$ cat src/rtl/bp_pkg.sv
// Shared types for the branch predictor table: 2-bit counter encoding,
// controller states and the saturating counter transition.
package bp_pkg;

  typedef enum logic [1:0] {
    SU = 2'b00,
    WU = 2'b01,
    WT = 2'b10,
    ST = 2'b11
  } pred_state_t;

  typedef enum logic {
    CLEAR = 1'b0,
    RUN   = 1'b1
  } ctrl_state_t;

  function automatic pred_state_t pred_next(input pred_state_t cur, input logic taken);
    pred_state_t nxt;
    nxt = cur;
    case (cur)
      SU: nxt = taken ? WU : SU;
      WU: nxt = taken ? WT : SU;
      WT: nxt = taken ? ST : WU;
      ST: nxt = taken ? ST : WT;
      default: nxt = cur;
    endcase
    return nxt;
  endfunction

endpackage

$ cat src/rtl/bp_sat_counter.sv
// Generic up-counter that sticks at all-ones instead of wrapping.
module bp_sat_counter #(
  parameter int WIDTH = 16
) (
  input  logic             clk_i,
  input  logic             reset_i,
  input  logic             inc,
  output logic [WIDTH-1:0] count
);

  logic [WIDTH-1:0] count_reg;
  logic [WIDTH-1:0] count_next;

  always_comb begin
    count_next = count_reg;
    if (inc && (count_reg != '1)) count_next = count_reg + WIDTH'(1);
  end

  always_ff @(posedge clk_i or posedge reset_i) begin
    if (reset_i) count_reg <= '0;
    else         count_reg <= count_next;
  end

  assign count = count_reg;

endmodule

$ cat src/rtl/branch_pred_table_ctrl.sv
// Direct-mapped 2-bit branch predictor table: zero-latency fetch lookup,
// one execute-stage update per cycle, clear sweep and mispredict counter.
module branch_pred_table_ctrl
  import bp_pkg::*;
#(
  parameter int          INDEX_WIDTH = 6,
  parameter pred_state_t INIT_STATE  = WU,
  parameter int          CNT_WIDTH   = 16
) (
  input  logic                 clk_i,
  input  logic                 reset_i,
  input  logic                 flush_table_i,
  input  logic [31:0]          pc_f_i,
  output logic                 pc_src_pred_f_o,
  input  logic [31:0]          pc_e_i,
  input  logic                 branch_e_i,
  input  logic                 stall_e_i,
  input  logic                 pc_src_res_e_i,
  input  logic                 pc_src_pred_e_i,
  output logic                 ready_o,
  output logic [CNT_WIDTH-1:0] mispredict_cnt_o
);

  localparam int ENTRIES = 2 ** INDEX_WIDTH;
  localparam logic [INDEX_WIDTH-1:0] LAST_IDX = '1;

  pred_state_t            pred_table [ENTRIES];
  ctrl_state_t            state_reg;
  logic [INDEX_WIDTH-1:0] sweep_idx_reg;
  logic                   ready_reg;

  logic [INDEX_WIDTH-1:0] idx_f;
  logic [INDEX_WIDTH-1:0] idx_e;
  logic [INDEX_WIDTH-1:0] wr_idx;
  pred_state_t            wr_data;
  pred_state_t            cur_e;
  logic                   wr_en;
  logic                   upd;
  logic                   mispredict;
  logic                   unused_pc_bits;

  assign idx_f = pc_f_i[INDEX_WIDTH+1:2];
  assign idx_e = pc_e_i[INDEX_WIDTH+1:2];
  assign unused_pc_bits = ^{pc_f_i[31:INDEX_WIDTH+2], pc_f_i[1:0],
                            pc_e_i[31:INDEX_WIDTH+2], pc_e_i[1:0]};

  // A flush in the same cycle wins over any execute update.
  assign upd        = (state_reg == RUN) & branch_e_i & ~stall_e_i & ~flush_table_i;
  assign mispredict = upd & (pc_src_res_e_i != pc_src_pred_e_i);
  assign cur_e      = pred_table[idx_e];

  always_comb begin
    wr_en   = 1'b0;
    wr_idx  = sweep_idx_reg;
    wr_data = INIT_STATE;
    if (state_reg == CLEAR) begin
      wr_en = 1'b1;
    end else if (upd) begin
      wr_en   = 1'b1;
      wr_idx  = idx_e;
      wr_data = pred_next(cur_e, pc_src_res_e_i);
    end
  end

  // Storage is deliberately unreset; the sweep is what makes it valid.
  always_ff @(posedge clk_i) begin
    if (wr_en) pred_table[wr_idx] <= wr_data;
  end

  always_ff @(posedge clk_i or posedge reset_i) begin
    if (reset_i) begin
      state_reg     <= CLEAR;
      sweep_idx_reg <= '0;
      ready_reg     <= 1'b0;
    end else begin
      case (state_reg)
        CLEAR: begin
          if (flush_table_i) begin
            sweep_idx_reg <= '0;
          end else begin
            sweep_idx_reg <= sweep_idx_reg + INDEX_WIDTH'(1);
            if (sweep_idx_reg == LAST_IDX) begin
              state_reg <= RUN;
              ready_reg <= 1'b1;
            end
          end
        end
        RUN: begin
          if (flush_table_i) begin
            state_reg     <= CLEAR;
            sweep_idx_reg <= '0;
            ready_reg     <= 1'b0;
          end
        end
        default: begin
          state_reg     <= CLEAR;
          sweep_idx_reg <= '0;
          ready_reg     <= 1'b0;
        end
      endcase
    end
  end

  // Lookup returns the stored value; a same-cycle update shows up next cycle.
  assign pc_src_pred_f_o = ready_reg & pred_table[idx_f][1];
  assign ready_o         = ready_reg;

  bp_sat_counter #(
    .WIDTH(CNT_WIDTH)
  ) u_mispredict_cnt (
    .clk_i  (clk_i),
    .reset_i(reset_i),
    .inc    (mispredict),
    .count  (mispredict_cnt_o)
  );

endmodule
$ cat config.mk
export PLATFORM = sky130hd
export DESIGN_NAME = branch_pred_table_ctrl
export DESIGN_NICKNAME = d
export VERILOG_FILES = /design/src/rtl/bp_pkg.sv /design/src/rtl/bp_sat_counter.sv /design/src/rtl/branch_pred_table_ctrl.sv
export SDC_FILE = /design/constraint.sdc
export NUM_CORES = 1
export LEC_CHECK = 0
export CAP_MARGIN = 30
export CORE_UTILIZATION = 40
export CTS_CLUSTER_DIAMETER = 120
export DETAILED_ROUTE_END_ITERATION = 10
export DONT_BUFFER_PORTS = 1
export PLACE_DENSITY_LB_ADDON = 0.2
export SLEW_MARGIN = 15
export SYNTH_ARGS = -nofsm -noshare
export SYNTH_HDL_FRONTEND = slang
export SYNTH_HIERARCHICAL = 1
export SYNTH_SLANG_ARGS = --single-unit
$ cat constraint.sdc
create_clock -name clk_i -period 6.5 [get_ports clk_i]
set_input_delay 0.325 -clock clk_i [delete_from_list [all_inputs] [get_ports clk_i]]
set_output_delay 0.325 -clock clk_i [all_outputs]
set_load 0.03 [all_outputs]
==> reports/results.txt <==
Mapped Area - 0.00725 sq mm
Gr ovfl total - 0
Placed instance area - 0.00748 sq mm
Final hold violations - 0
Yosys reg bits - 152
I/O pin count - 89
Clk buf depth - 2
Buffers added on ports - 0
Pwr Total - 2.08 mW
Worst-path clk slew - 60 ps
Post-synth EDFFs - 128
First DRT Iteration DRCs - 348
Peak supply drop - 0.190 mV
Utilization after layout - 46.2%
Crit path DAT - 3300 ps
FF-to-FF Start - pred_table[27][0]
Area delta synth->final - 11.4%
Synth area leader - edfxtp_1
Ys Warns - 6
WL final - 17.5 mm
Crit path capture - pred_table[28][0]
# setup viols final - 0
Seq/Total Area, Yosys - 61.3%
Final RePlAce weighted congestion - 0.783
CTS tree - done
Number of global-route vias before repair - 4531
Worst setup path class - reg2reg
Hpwl dp - 11.2 mm
Static leakage power - 3.04 nW
N_diodes - 0
Drt first pass iters - 4
Max FFs per register - 128
Initial Util - 41.5%
Crit start category - register
Root buffer cell - clkbuf_16
Post-synth top cells - edfxtp_1 (128), nor2_1 (78), mux2i_1 (55), nand2_1 (47), mux4_2 (25)
Share of the synthesized area in the top cell type - 53.0%
HP Class - in2reg
# H-tree levels - 4
WHS - 26.5 ps
Final net count - 605
Worst-Margin Slew - 1020 ps
RSZ-0062 raised after global routing - false
Slew Limit Headroom - 31.8%
Setup crit start - pred_table[27][0]
Via-to-Cell Ratio - 5.81
Max-cap violations - 0
RR Endpoint - pred_table[28][0]
Clock Skew - 11.0 ps
R2r setup slk - 3380 ps
Max Clock Freq - 321 MHz
Layout cells sized above 1 - 13.9%
Total CTS buffers - 17
Initial antenna violation count - 0
Setup tns final - 0 ps
Ys flop type - edfxtp_1
Library cells used by synthesis - 48
WP data required - 6680 ps
Routed wire per std cell - 22.7 um
Largest net degree at the start of global routing - 61
Pwr Density - 258 mW/mm^2
Crit-path max FO - 40
Mapped Cells - 526
Row cnt - 48
Reg2Reg Depth - 7
Mean Syn Cell Area - 13.8 sq um
Die area - 0.0187 sq mm
Ys async rst share - 15.8%
Status - finished clean
CP endpoint kind - register
Most frequent cell after synthesis - edfxtp_1
First-pass GRT wire length - 26.8 mm
CTS sink count - 152
Max-slew violations - 0
DRC errors left - 0
Routed vias - 4472
GRT Util Overall - 20.4%
Tcrit/Tclk final - 48.0%
Final instance area - 0.00808 sq mm
Largest cells by area after synthesis - edfxtp_1 (53%), dfrtp_1 (8.3%), mux4_2 (7.8%)
Antenna viol nets, final - 0
Worst-Skew Late Latency - 430 ps
Die Y - 137 um
Net Count, Synth - 599
Fin crit period - 3120 ps
DIE WIDTH - 137 um
Core footprint - 0.0175 sq mm
-- cell type report --
| class | count | area [sq um] |
|---|---|---|
| clock buffer | 24 | 503 |
| clock inverter | 8 | 58.8 |
| fill | 1537 | 9390 |
| inverter | 5 | 18.8 |
| multi-input combinational | 347 | 2700 |
| sequential | 152 | 4440 |
| tap | 225 | 282 |
| timing repair buffer | 9 | 80.1 |
-- report_power, final --
part	switching [mW]	leakage, nW	internal, mW
registers	0.00696	1.70	1.05
logic	0.0553	1.06	0.0397
clock network	0.388	0.277	0.544
total	0.450	3.04	1.63
-- logic make-up (layout without fill, tap and decap cells) --
| logic type | Yosys count | count (layout) | synth area share, % |
|---|---|---|---|
| buf+inv | 27 | 46 | 1.88 |
| xor+xnor | 16 | 16 | 1.93 |
| simple gates | 198 | 198 | 13.5 |
| flops | 152 | 152 | 61.3 |
| compound gates | 46 | 46 | 4.49 |
| mux | 85 | 85 | 16.5 |
| fa+ha+maj | 2 | 2 | 0.345 |
-- cells in the final DEF, fill, tap and decap left out, drive strengths merged, types with 4 or more instances in the layout --
| cell | n |
|---|---|
| a211oi | 5 |
| a21oi | 9 |
| a22oi | 17 |
| and3 | 7 |
| and4 | 5 |
| buf | 7 |
| clkbuf | 24 |
| clkinv | 4 |
| dfrtp | 24 |
| edfxtp | 128 |
| inv | 8 |
| mux2i | 55 |
| mux4 | 27 |
| nand2 | 48 |
| nand3 | 25 |
| nand3b | 5 |
| nand4 | 10 |
| nor2 | 78 |
| nor2b | 6 |
| xnor2 | 13 |
-- per-stage QoR --
step / instances / setup slack (ps)
floorplan: 526 / 1340
global placement: 734 / 3050
detailed placement: 734 / 2900
CTS: 768 / 3030
global route: 770 / 3260
finish: 770 / 3380
-- worst min path at each step --
stage,end,depth (start not counted),slack [ps],start
after global routing,state_reg,1,30,flush_table_i
after CTS,state_reg,1,9,flush_table_i
after detailed placement,state_reg,1,190,reset_i
final,state_reg,1,30,flush_table_i
after floorplan,ready_o,1,140,reset_i
after global placement,sweep_idx_reg[4],1,180,reset_i
-- worst max-delay path, cell delays in order, from the launching register on --
cell,delay [ps]
edfxtp_1,370
mux4_1,500
mux4_2,490
nand2_1,140
and3_1,190
a2111oi_0,150
a211oi_4,530
buf_4,480
-- what timing repair did --
action | CTS | global route
buffers inserted | 0 | 0
gates resized for setup | 0 | 0
hold buffers | 2 | 0
endpoints found under the hold margin | 30 | 0
-- metal layers --
layer,GRT usage [%],wire (um)
met4,10.1,565
met2,31.2,8410
met1,26.5,7520
met5,0,0
met3,5.74,996
(Power assumes the default switching activity.)
